[src/rtl/serial_sub_pkg.sv]
// Shared types and constants for the bit-serial subtractor.
// Optional signed-overflow output is enabled with SERIAL_SUB_OVF_EN.
package serial_sub_pkg;

  typedef enum logic [1:0] {
    ST_IDLE  = 2'd0,
    ST_SHIFT = 2'd1,
    ST_DONE  = 2'd2
  } state_e;

  localparam int SUB_WIDTH_DEFAULT = 4;
  localparam int SUB_CNT_W_DEFAULT = $clog2(SUB_WIDTH_DEFAULT);

  // Bit-counter width for a given operand width (WIDTH >= 2 keeps this >= 1).
  function automatic int cnt_width(input int w);
    return $clog2(w);
  endfunction

endpackage

[src/rtl/full_subtractor.sv]
// One-bit full subtractor cell: d = a - b - b_in, with borrow-out.
module full_subtractor (
  input  logic a,
  input  logic b,
  input  logic b_in,
  output logic d,
  output logic b_out
);

  assign d     = a ^ b ^ b_in;
  assign b_out = (~a & b) | (~(a ^ b) & b_in);

endmodule

[src/rtl/serial_subtractor.sv]
// Bit-serial WIDTH-bit subtractor D = A - B - B_in behind a start/ready/done handshake.
// Define SERIAL_SUB_OVF_EN to add the registered signed-overflow output OVF.
module serial_subtractor
  import serial_sub_pkg::*;
#(
  parameter int WIDTH = SUB_WIDTH_DEFAULT
) (
  input  logic             clk,
  input  logic             reset,
  input  logic             start,
  input  logic [WIDTH-1:0] A,
  input  logic [WIDTH-1:0] B,
  input  logic             B_in,
  output logic             ready,
  output logic [WIDTH-1:0] D,
  output logic             B_out,
  output logic             done,
  output state_e           dbg_state
`ifdef SERIAL_SUB_OVF_EN
  ,
  output logic             OVF
`endif
);

  localparam int CNT_W = cnt_width(WIDTH);

  // Handshake: start is sampled only on an edge where ready=1; ready is high
  // only in IDLE, done is a one-cycle pulse and never coincides with ready.
  state_e             state_q;
  logic [CNT_W-1:0]   cnt_q;
  logic [WIDTH-1:0]   a_q, b_q, res_q, res_d;
  logic               borrow_q;
  logic [WIDTH-1:0]   d_q;
  logic               bout_q;
  logic               ready_q;
  logic               done_q;
  logic               fs_d, fs_bout;
  logic               last_bit;
`ifdef SERIAL_SUB_OVF_EN
  logic               ovf_q;
`endif

  full_subtractor u_fs (
    .a     (a_q[0]),
    .b     (b_q[0]),
    .b_in  (borrow_q),
    .d     (fs_d),
    .b_out (fs_bout)
  );

  always_comb begin
    res_d    = {fs_d, res_q[WIDTH-1:1]};
    last_bit = (cnt_q == CNT_W'(WIDTH - 1));
  end

  always_ff @(posedge clk) begin
    if (reset) begin
      state_q  <= ST_IDLE;
      cnt_q    <= '0;
      a_q      <= '0;
      b_q      <= '0;
      res_q    <= '0;
      borrow_q <= 1'b0;
      d_q      <= '0;
      bout_q   <= 1'b0;
      ready_q  <= 1'b1;
      done_q   <= 1'b0;
`ifdef SERIAL_SUB_OVF_EN
      ovf_q    <= 1'b0;
`endif
    end else begin
      case (state_q)
        ST_IDLE: begin
          if (start) begin
            a_q      <= A;
            b_q      <= B;
            borrow_q <= B_in;
            cnt_q    <= '0;
            ready_q  <= 1'b0;
            state_q  <= ST_SHIFT;
          end
        end
        ST_SHIFT: begin
          a_q      <= {1'b0, a_q[WIDTH-1:1]};
          b_q      <= {1'b0, b_q[WIDTH-1:1]};
          res_q    <= res_d;
          borrow_q <= fs_bout;
          cnt_q    <= cnt_q + 1'b1;
          if (last_bit) begin
            d_q     <= res_d;
            bout_q  <= fs_bout;
            done_q  <= 1'b1;
            state_q <= ST_DONE;
`ifdef SERIAL_SUB_OVF_EN
            // On the last bit a_q[0]/b_q[0] hold the operand sign bits.
            ovf_q   <= (a_q[0] != b_q[0]) && (fs_d != a_q[0]);
`endif
          end
        end
        ST_DONE: begin
          done_q  <= 1'b0;
          ready_q <= 1'b1;
          state_q <= ST_IDLE;
        end
        default: begin
          done_q  <= 1'b0;
          ready_q <= 1'b1;
          state_q <= ST_IDLE;
        end
      endcase
    end
  end

  assign ready     = ready_q;
  assign done      = done_q;
  assign D         = d_q;
  assign B_out     = bout_q;
  assign dbg_state = state_q;
`ifdef SERIAL_SUB_OVF_EN
  assign OVF       = ovf_q;
`endif

endmodule

[config.mk]
export PLATFORM = sky130hd
export DESIGN_NAME = serial_subtractor
export DESIGN_NICKNAME = d
export VERILOG_FILES = /design/src/rtl/serial_sub_pkg.sv /design/src/rtl/full_subtractor.sv /design/src/rtl/serial_subtractor.sv
export SDC_FILE = /design/constraint.sdc
export NUM_CORES = 1
export LEC_CHECK = 0
export CAP_MARGIN = 20
export CORE_MARGIN = 4
export CORE_UTILIZATION = 40
export CTS_CLUSTER_DIAMETER = 50
export DETAILED_ROUTE_END_ITERATION = 6
export GPL_TIMING_DRIVEN = 0
export PLACE_DENSITY = 0.66
export SETUP_SLACK_MARGIN = 0.3
export SYNTH_ARGS = -nofsm -noshare
export SYNTH_HDL_FRONTEND = slang
export SYNTH_SLANG_ARGS = --single-unit
[constraint.sdc]
create_clock -name clk -period 2.1 [get_ports clk]
set_clock_uncertainty 0.05 [all_clocks]
set_input_delay 0.21 -clock clk [delete_from_list [all_inputs] [get_ports clk]]
set_output_delay 0.21 -clock clk [all_outputs]
set_load 0.1 [all_outputs]
==> results by group, run 1 <==
Yosys
  • Cells after Synth: 110
  • Netlist cell types: 26
  • Syn Std Cell Area: 932 um^2
  • Area leader, netlist: dfxtp_1
  • Top cells by area, synth: dfxtp_1 (49%), nor2_1 (8.5%), a21oi_1 (7.0%)
  • Register area share after synthesis: 0.494
  • Synthesis Warnings: 0
  • Ys flop type: dfxtp_1
  • Commonest cells in the netlist: dfxtp_1 (23), nor2_1 (21), a21oi_1 (13), nand2_1 (11), nor4_1 (6)
  • Async SR Flop Fraction: 0
  • Syn nets: 124
  • Syn Area/Cell: 8.47 um^2
  • Most numerous cell in the Yosys netlist: dfxtp_1
  • Synth top area share: 0.494
  • Number of synthesized flops with an enable pin: 0
  • FF+latch count, synth: 23

Power
  • Net Switching: 0.000229 W
  • Total leakage power: 0.463 nW
  • Clock share of power: 0.245
  • PD cells: 694 nW/um^2
  • Flop pwr share: 0.576
  • Internal power: 0.000597 W
  • Comb pwr share: 0.179
  • Fraction of power spent switching nets: 0.277
  • Maximum VDD drop: 0.393 mV

Worst setup path
  • Top delay family on crit path: buffers and inverters
  • CP arrival: 1500 ps
  • Critical Path Source Type: flop
  • Critical path peak fanout: 2
  • CP peak stage delay: 850 ps
  • CP max stage cell: dlygate4sd2_1
  • FF-to-FF path depth: 5
  • WP data required: 1840 ps
  • WS Path Type: reg -> out
  • Worst path cell trace: dlygate4sd2_1
  • Cell depth of the worst setup path: 1
  • Worst Path Buf+Inv: 1
  • CP endpoint kind: primary output

Global routing
  • First-pass GRT wire length: 3460 um
  • Largest net degree at the start of global routing: 13
  • Total track usage: 0.136
  • Number of global-route vias before repair: 765
  • Congestion Overflow GR: 0
  • Initial antenna violation count: 0

Route
  • Met3 routed WL: 133 um
  • Drt total wl: 2000 um
  • DR vias: 827
  • Avg Vias per Cell: 5.10
  • DRT iter0 DRCs: 25
  • DRC violations left: 0
  • 1st-pass router iterations: 4
  • Met1 wire length: 920 um
  • Post-DR wirelength/cell: 12.4 um
  • DR top layer: met4
  • DRT antenna net count: 0
  • Met2 WL: 931 um

Cells and area
  • FILL cells: 244
  • Post-layout util: 0.538
  • Final design area excluding fillers: 1190 um^2
  • Antenna cells: 0
  • Final nets: 149
  • P&R area growth vs syn: 27.7%
  • Layout cell share with drive strength beyond 1: 0.104

Timing
  • Pins Over Slew Limit: 0
  • RSZ-0062 raised after global routing: yes
  • Slew HR: 0.359
  • TNS Setup: 0 ps
  • Final Hold Viols: 0
  • Crit path time final: 1760 ps
  • Least-Margin Pin Slew: 965 ps
  • Final setup fails: 0
  • Final cycle utilization of the critical path: 0.837
  • Max Clock Freq: 569 MHz

Place
  • HPWL after detailed placement: 1500 um
  • Number of port buffers: 20
  • Area after DPL: 1170 um^2
  • GPL Wtd Cong: 0.735

Clock tree
  • Num CTS Buffers: 3
  • Postcts setup bufs: 0
  • Clk buf depth: 2
  • Sink Count: 23
  • Clk slew on worst S/H paths: 130 ps
  • Clock latency on the worst-skew pair: 300 ps
  • TritonCTS clock tree: built
  • Root buffer cell: clkbuf_4
  • H-tree Lvls: 1

Hold path
  • Hold Crit Class: reg -> reg
  • WHS Path Cells: 2

Die
  • Die area: 3170 um^2
  • Die Ht: 56.3 um
  • # IOs: 21
  • Die width: 56.3 um
  • Core Area: 2210 um^2
  • Row count: 17
  • Initial Util: 0.421

Outcome
  • Status: finished clean

Flow run
  • Max-cap violations: 0
[logic make-up after synthesis]
kind of cell,count (synthesis),synth area share
flops,23,0.494
simple gates,52,0.267
compound gates,22,0.144
fa+ha+maj,2,0.0349
buf+inv,11,0.0604
[cell usage in the layout (no fill, tap or decap), types with 4 or more instances in the layout]
cell type	Yosys	routed
dfxtp_1	23	21
nor2_1	21	21
a21oi_1	13	13
nand2_1	11	11
clkdlybuf4s50_1	0	11
clkdlybuf4s15_1	0	7
nor4_1	6	6
clkbuf_1	3	4
nand3_1	4	4
[final cells by class]
type | instances | area [um^2] | share of cell area
Inverter | 2 | 7.51 | 0.00631
Timing Repair Buffer | 20 | 194 | 0.163
Tap cell | 28 | 35.0 | 0.0294
Clock buffer | 4 | 26.3 | 0.0221
Multi-Input combinational cell | 76 | 415 | 0.349
Buffer | 9 | 48.8 | 0.0410
Sequential cell | 23 | 463 | 0.389
[power by group through the flow]
stage / Sequential [W] / Clock, W / Combinational [W]
6_report: 0.000475 / 0.000203 / 0.000148
5_1_grt: 0.000479 / 0.000222 / 0.000165
4_1_cts: 0.000475 / 0.000207 / 0.000148
3_5_place_dp: 0.000485 / 0 / 0.000150
3_3_place_gp: 0.000484 / 0 / 0.000149
2_1_floorplan: 0.000507 / 0 / 0.0000774
[timing repair]
item                       in CTS  in global routing
hold buffers                    0                  0
setup endpoints to repair       9                  8
hold endpoints to repair        0                  0
resized for setup               9                  9
cloned                          0                  0
[stage by stage]
step | total power (W) | setup WS (ps) | std cells | hold slack, ps
after floorplan | 0.000585 | 544 | 110 | 238
after global placement | 0.000633 | 386 | 158 | 396
after detailed placement | 0.000635 | 384 | 158 | 396
after CTS | 0.000831 | 306 | 162 | 411
after global routing | 0.000865 | 292 | 162 | 422
final | 0.000826 | 342 | 162 | 408
[registers in the layout, indices dropped and copies added (netlist names)]
register   flops
D              4
B_out          1
res_q          3
dbg_state      2
cnt_q          2
ready          1
done           1
a_q            4
b_q            4
borrow_q       1
[routing by layer]
| layer | up-vias | GRT usage |
|---|---|---|
| met5 | - | 0 |
| met4 | 0 | 0.0407 |
| met3 | 2 | 0.0322 |
| met2 | 23 | 0.217 |
| met1 | 382 | 0.180 |
| li1 | 420 | - |
[worst reg2reg max path, stage by stage, from the launching register on]
cell	delay, ps
dfxtp_1	380
ha_1	150
clkbuf_1	310
nand3b_1	280
nand2_1	150
a21oi_1	80
[final timing paths]
path                                            start                end  slack (ps)
worst max-delay path                D[3]$_SDFFE_PP0P_               D[3]         340
worst min-delay path                D[3]$_SDFFE_PP0P_  D[3]$_SDFFE_PP0P_         410
worst max register to register  cnt_q[0]$_SDFFE_PP0P_  D[0]$_SDFFE_PP0P_         600
worst min register to register      D[3]$_SDFFE_PP0P_  D[3]$_SDFFE_PP0P_         410
(Power assumes the default switching activity.)
==> run 2: changes to the inputs <==
clock period = 1.7 ns   (was 2.1 ns; I/O delays follow)
==> results by group, run 2 (synthesis gave the netlist of run 1 again) <==
Outcome
  • Status: finished clean

Power
  • Design Power: 0.00101 W
  • Clock share of power: 0.244
  • PD cells: 869 nW/um^2
  • Comb pwr share: 0.180
  • Internal power: 0.000732 W
  • Total leakage power: 0.473 nW
  • Flop pwr share: 0.576
  • Net Switching: 0.000283 W
  • Maximum VDD drop: 0.547 mV
  • Fraction of power spent switching nets: 0.279

Cells and area
  • Antenna cells: 0
  • P&R area growth vs syn: 25.2%
  • Layout cell share with drive strength beyond 1: 0.187
  • Most frequent cells in the layout: dfxtp_1 (21), nor2_1 (21), a21oi_1 (13)
  • FILL cells: 231
  • Final design area excluding fillers: 1170 um^2
  • Final nets: 149

Timing
  • RSZ-0062 raised after global routing: no
  • Pins Over Slew Limit: 0
  • Slew HR: 0.651
  • TNS Setup: 0 ps
  • Final Hold Viols: 0
  • Max Clock Freq: 760 MHz
  • Final setup fails: 0
  • Worst hold slack: 383 ps
  • Least-Margin Pin Slew: 524 ps
  • Crit path time final: 1320 ps
  • Final cycle utilization of the critical path: 0.774

Hold path
  • Hold Path End: b_q[3]$_SDFFE_PP0P_
  • Hold Crit Start: B[3]
  • Hold Crit Class: in -> reg
  • WHS Path Cells: 3

Route
  • Avg Vias per Cell: 4.93
  • DRT antenna net count: 0
  • 1st-pass router iterations: 4
  • Drt total wl: 1900 um
  • Post-DR wirelength/cell: 11.7 um
  • DRT iter0 DRCs: 22
  • DR vias: 798
  • DRC violations left: 0

Die
  • # IOs: 21
  • Die area: 3170 um^2
  • Die Ht: 56.3 um
  • Row count: 17
  • Initial Util: 0.421
  • Die width: 56.3 um
  • Core Area: 2210 um^2

Clock tree
  • Sink Count: 23
  • Clk buf depth: 2
  • H-tree Lvls: 1
  • Hold buffer count at cts: 0
  • Num CTS Buffers: 3
  • TritonCTS clock tree: built
  • Clock latency on the worst-skew pair: 300 ps
  • Root buffer cell: clkbuf_4
  • Postcts setup bufs: 0
  • Clk slew on worst S/H paths: 130 ps

Global routing
  • Total track usage: 0.132
  • Congestion Overflow GR: 0
  • Number of global-route vias before repair: 773
  • Largest net degree at the start of global routing: 14
  • Initial antenna violation count: 0
  • First-pass GRT wire length: 3390 um

Worst setup path
  • WP data required: 1480 ps
  • Critical R2R Capture: borrow_q$_SDFFE_PP0P_
  • Worst Path Buf+Inv: 1
  • WS Path Type: reg -> out
  • CP max stage cell: buf_2
  • FF-to-FF path depth: 3
  • Critical path peak fanout: 4
  • CP arrival: 1100 ps
  • CP endpoint kind: primary output
  • CP peak stage delay: 420 ps
  • Flop-to-flop setup slack: 430 ps
  • R2r startpoint: dbg_state[0]$_SDFFE_PP0P_
  • Critical Path Source Type: flop
  • Top delay family on crit path: buffers and inverters
  • Worst path cell trace: buf_2

Place
  • Area after DPL: 1170 um^2
  • GPL Wtd Cong: 0.747
  • Number of port buffers: 20
  • HPWL after detailed placement: 1390 um

Flow run
  • Max-cap violations: 0
-- run 2: worst max path at each step --
stage	start	cells past startpoint	end	slack, ps
2_1_floorplan	dbg_state[0]$_SDFFE_PP0P_	5	cnt_q[0]$_SDFFE_PP0P_	310
3_3_place_gp	dbg_state[1]$_SDFFE_PP0P_	1	dbg_state[1]	20
3_5_place_dp	dbg_state[1]$_SDFFE_PP0P_	1	dbg_state[1]	20
4_1_cts	dbg_state[1]$_SDFFE_PP0P_	1	dbg_state[1]	230
5_1_grt	cnt_q[0]$_SDFFE_PP0P_	5	D[0]$_SDFFE_PP0P_	300
6_report	dbg_state[1]$_SDFFE_PP0P_	1	dbg_state[1]	380
-- run 2: power groups by stage --
stage	logic [W]	clock network, W	registers, W
5_1_grt	0.000204	0.000278	0.000589
6_report	0.000183	0.000248	0.000584
3_3_place_gp	0.000183	0	0.000596
4_1_cts	0.000183	0.000260	0.000585
2_1_floorplan	0.0000956	0	0.000625
3_5_place_dp	0.000185	0	0.000597
-- run 2: layer usage --
| metal | global-route usage | wire length (um) | up-vias |
|---|---|---|---|
| met5 | 0 | 0 | - |
| met3 | 0.0276 | 67 | 2 |
| li1 | - | - | 420 |
| met2 | 0.205 | 908 | 11 |
| met1 | 0.179 | 896 | 365 |
| met4 | 0.0508 | 23 | 0 |
-- run 2: layout make-up --
class	count	area [um^2]	share of cell area
Multi-Input combinational cell	76	422	0.361
Timing Repair Buffer	20	155	0.133
Clock inverter	1	5.00	0.00429
Sequential cell	23	468	0.401
Inverter	2	7.51	0.00643
Tap cell	28	35.0	0.0300
Clock buffer	3	22.5	0.0193
Buffer	9	52.6	0.0450
-- run 2: stage by stage --
step	util	instances	setup WS [ps]
finish	0.528	162	384
global route	0.528	162	302
CTS	0.527	162	232
detailed placement	0.531	158	18.1
global placement	0.531	158	15.4
floorplan	-	110	308
-- run 2: repair_timing --
action,in CTS,in global routing
setup endpoints to repair,13,3
resized for setup,44,5
pin swaps,0,1
==> run 3: changes to the inputs <==
PLACE_DENSITY = 0.68   (was 0.66)
clock period = 1.13 ns   (was 1.7 ns; I/O delays follow)
==> results by group, run 3 (synthesis gave the netlist of run 1 again) <==
Outcome
  • Status: finished with violations
  • Failing checks: negative setup slack

Global routing
  • Largest net degree at the start of global routing: 13
  • First-pass GRT wire length: 3940 um
  • Gr busiest metal: met2
  • Global Route met2 Usage: 0.267
  • Congestion Overflow GR: 0
  • Met1 usage: 0.184
  • Initial antenna violation count: 0
  • Total track usage: 0.154
  • Number of global-route vias before repair: 898
  • Met3 Use GR: 0.0299

Clock tree
  • Clk slew on worst S/H paths: 120 ps
  • Num CTS Buffers: 3
  • TritonCTS clock tree: built
  • Clk buf depth: 2
  • Clock latency on the worst-skew pair: 300 ps
  • H-tree Lvls: 1
  • Root buffer cell: clkbuf_4
  • Sink Count: 23

Timing
  • RSZ-0062 raised after global routing: yes
  • Worst Setup Slack, final: -152 ps
  • Max Clock Freq: 780 MHz
  • Final Hold Viols: 0
  • Final cycle utilization of the critical path: 1.13
  • Slew HR: 0.808
  • Final setup fails: 16
  • Crit path time final: 1280 ps
  • Least-Margin Pin Slew: 288 ps
  • Pins Over Slew Limit: 0

Cells and area
  • Final design area excluding fillers: 1580 um^2
  • Layout cell share with drive strength beyond 1: 0.490
  • FILL cells: 178
  • Most frequent cells in the layout: nor2_1 (19), dfxtp_2 (11), buf_6 (11), dfxtp_1 (10), clkdlybuf4s50_1 (10)
  • Leading cell type in the layout, fill and taps excluded: nor2_1
  • Final nets: 160
  • Final std cells w/o fill: 173
  • P&R area growth vs syn: 69.8%
  • Antenna cells: 0

Route
  • DR vias: 889
  • DRT iter0 DRCs: 17
  • Post-DR wirelength/cell: 13.8 um
  • 1st-pass router iterations: 4
  • DRT antenna net count: 0
  • DRC violations left: 0
  • Drt total wl: 2390 um
  • Avg Vias per Cell: 5.14

Flow run
  • Max-cap violations: 0

Place
  • Number of port buffers: 20
  • Placed cells: 158
  • HPWL after detailed placement: 1470 um
  • Area after DPL: 1240 um^2
  • GPL Wtd Cong: 0.788

Worst setup path
  • CP max stage cell: or3b_4
  • WP data required: 1280 ps
  • Critical path peak fanout: 7
  • CP peak stage delay: 400 ps
  • CP arrival: 1430 ps
  • WS Path Type: reg -> reg
  • CP endpoint kind: flop
  • Critical Path Source Type: flop
  • Worst path cell trace: or3b_4 -> buf_8 -> o221a_1

Die
  • Die Ht: 56.3 um
  • Core Area: 2210 um^2
  • Row count: 17
  • Initial Util: 0.421
  • # IOs: 21
  • Die width: 56.3 um
  • Die area: 3170 um^2

Power
  • PD cells: 1050 nW/um^2
  • Maximum VDD drop: 0.793 mV
  • Total leakage power: 0.606 nW

Hold path
  • Hold Crit Class: in -> reg
==> run 3: cell types whose count changed in the layout (fill, tap and decap cells not counted), moves of 4 or more <==
| cell | change |
|---|---|
| buf_2 | -11 |
| dfxtp_1 | -11 |
| dfxtp_2 | +11 |
| buf_12 | +9 |
| a21oi_2 | +5 |
| buf_6 | +11 |
| a21oi_1 | -5 |
| nand3_2 | +4 |
| nand3_1 | -4 |
==> run 3: final cells by class <==
class                      count  area [um^2]  area share
buffer                         9         96.3      0.0609
clock buffer                   4         26.3      0.0166
inverter                       2         7.51     0.00474
multi-input combinational     76          542       0.342
sequential                    23          482       0.304
tap                           28         35.0      0.0221
timing repair buffer          31          394       0.249
==> run 3: per-stage QoR <==
step	TNS [ps]	setup WS [ps]	util	hold WS [ps]	total power, W
global placement	-10880	-504	0.562	389	0.00119
detailed placement	-11260	-524	0.562	394	0.00120
CTS	-1110	-171	0.687	323	0.00165
finish	-1030	-152	0.715	332	0.00166
global route	-1880	-175	0.715	339	0.00173
floorplan	-2840	-235	-	141	0.00111
==> run 3: worst paths after layout <==
check | cells past startpoint | slack (ps) | to | start
min | 3 | 330 | a_q[3]$_SDFFE_PP0P_ | A[3]
max | 3 | -150 | borrow_q$_SDFFE_PP0P_ | dbg_state[0]$_SDFFE_PP0P_
min reg2reg | 2 | 440 | D[2]$_SDFFE_PP0P_ | D[2]$_SDFFE_PP0P_
max reg2reg | 3 | -150 | borrow_q$_SDFFE_PP0P_ | dbg_state[0]$_SDFFE_PP0P_
==> run 3: layer usage <==
| layer | share of wire | routed length (um) | vias to the layer above |
|---|---|---|---|
| li1 | - | - | 445 |
| met1 | 0.44 | 1040 | 427 |
| met2 | 0.51 | 1230 | 13 |
| met3 | 0.035 | 83 | 4 |
| met4 | 0.013 | 31 | 0 |
| met5 | 0 | 0 | - |
==> run 3: power breakdown <==
part           leakage [nW]  switching [W]  internal [W]
clock                0.0150       0.000237      0.000137
sequential            0.194      0.0000339      0.000857
combinational         0.397       0.000199      0.000195
total                 0.606       0.000470       0.00119
==> run 3: repair_timing <==
| item | CTS | global route |
|---|---|---|
| setup buffers | 8 | 2 |
| hold buffers | 0 | 0 |
| cloned | 1 | 0 |
| resized for setup | 111 | 15 |
| endpoints found under the setup margin | 32 | 32 |
| pin swaps | 19 | 9 |
==> run 3: worst max-delay path: cells and delay by family, from the launching register on <==
| kind | cells | cell delay, ps |
|---|---|---|
| compound gates | 1 | 230 |
| buf+inv | 1 | 140 |
| flops | 1 | 370 |
| simple gates | 1 | 400 |
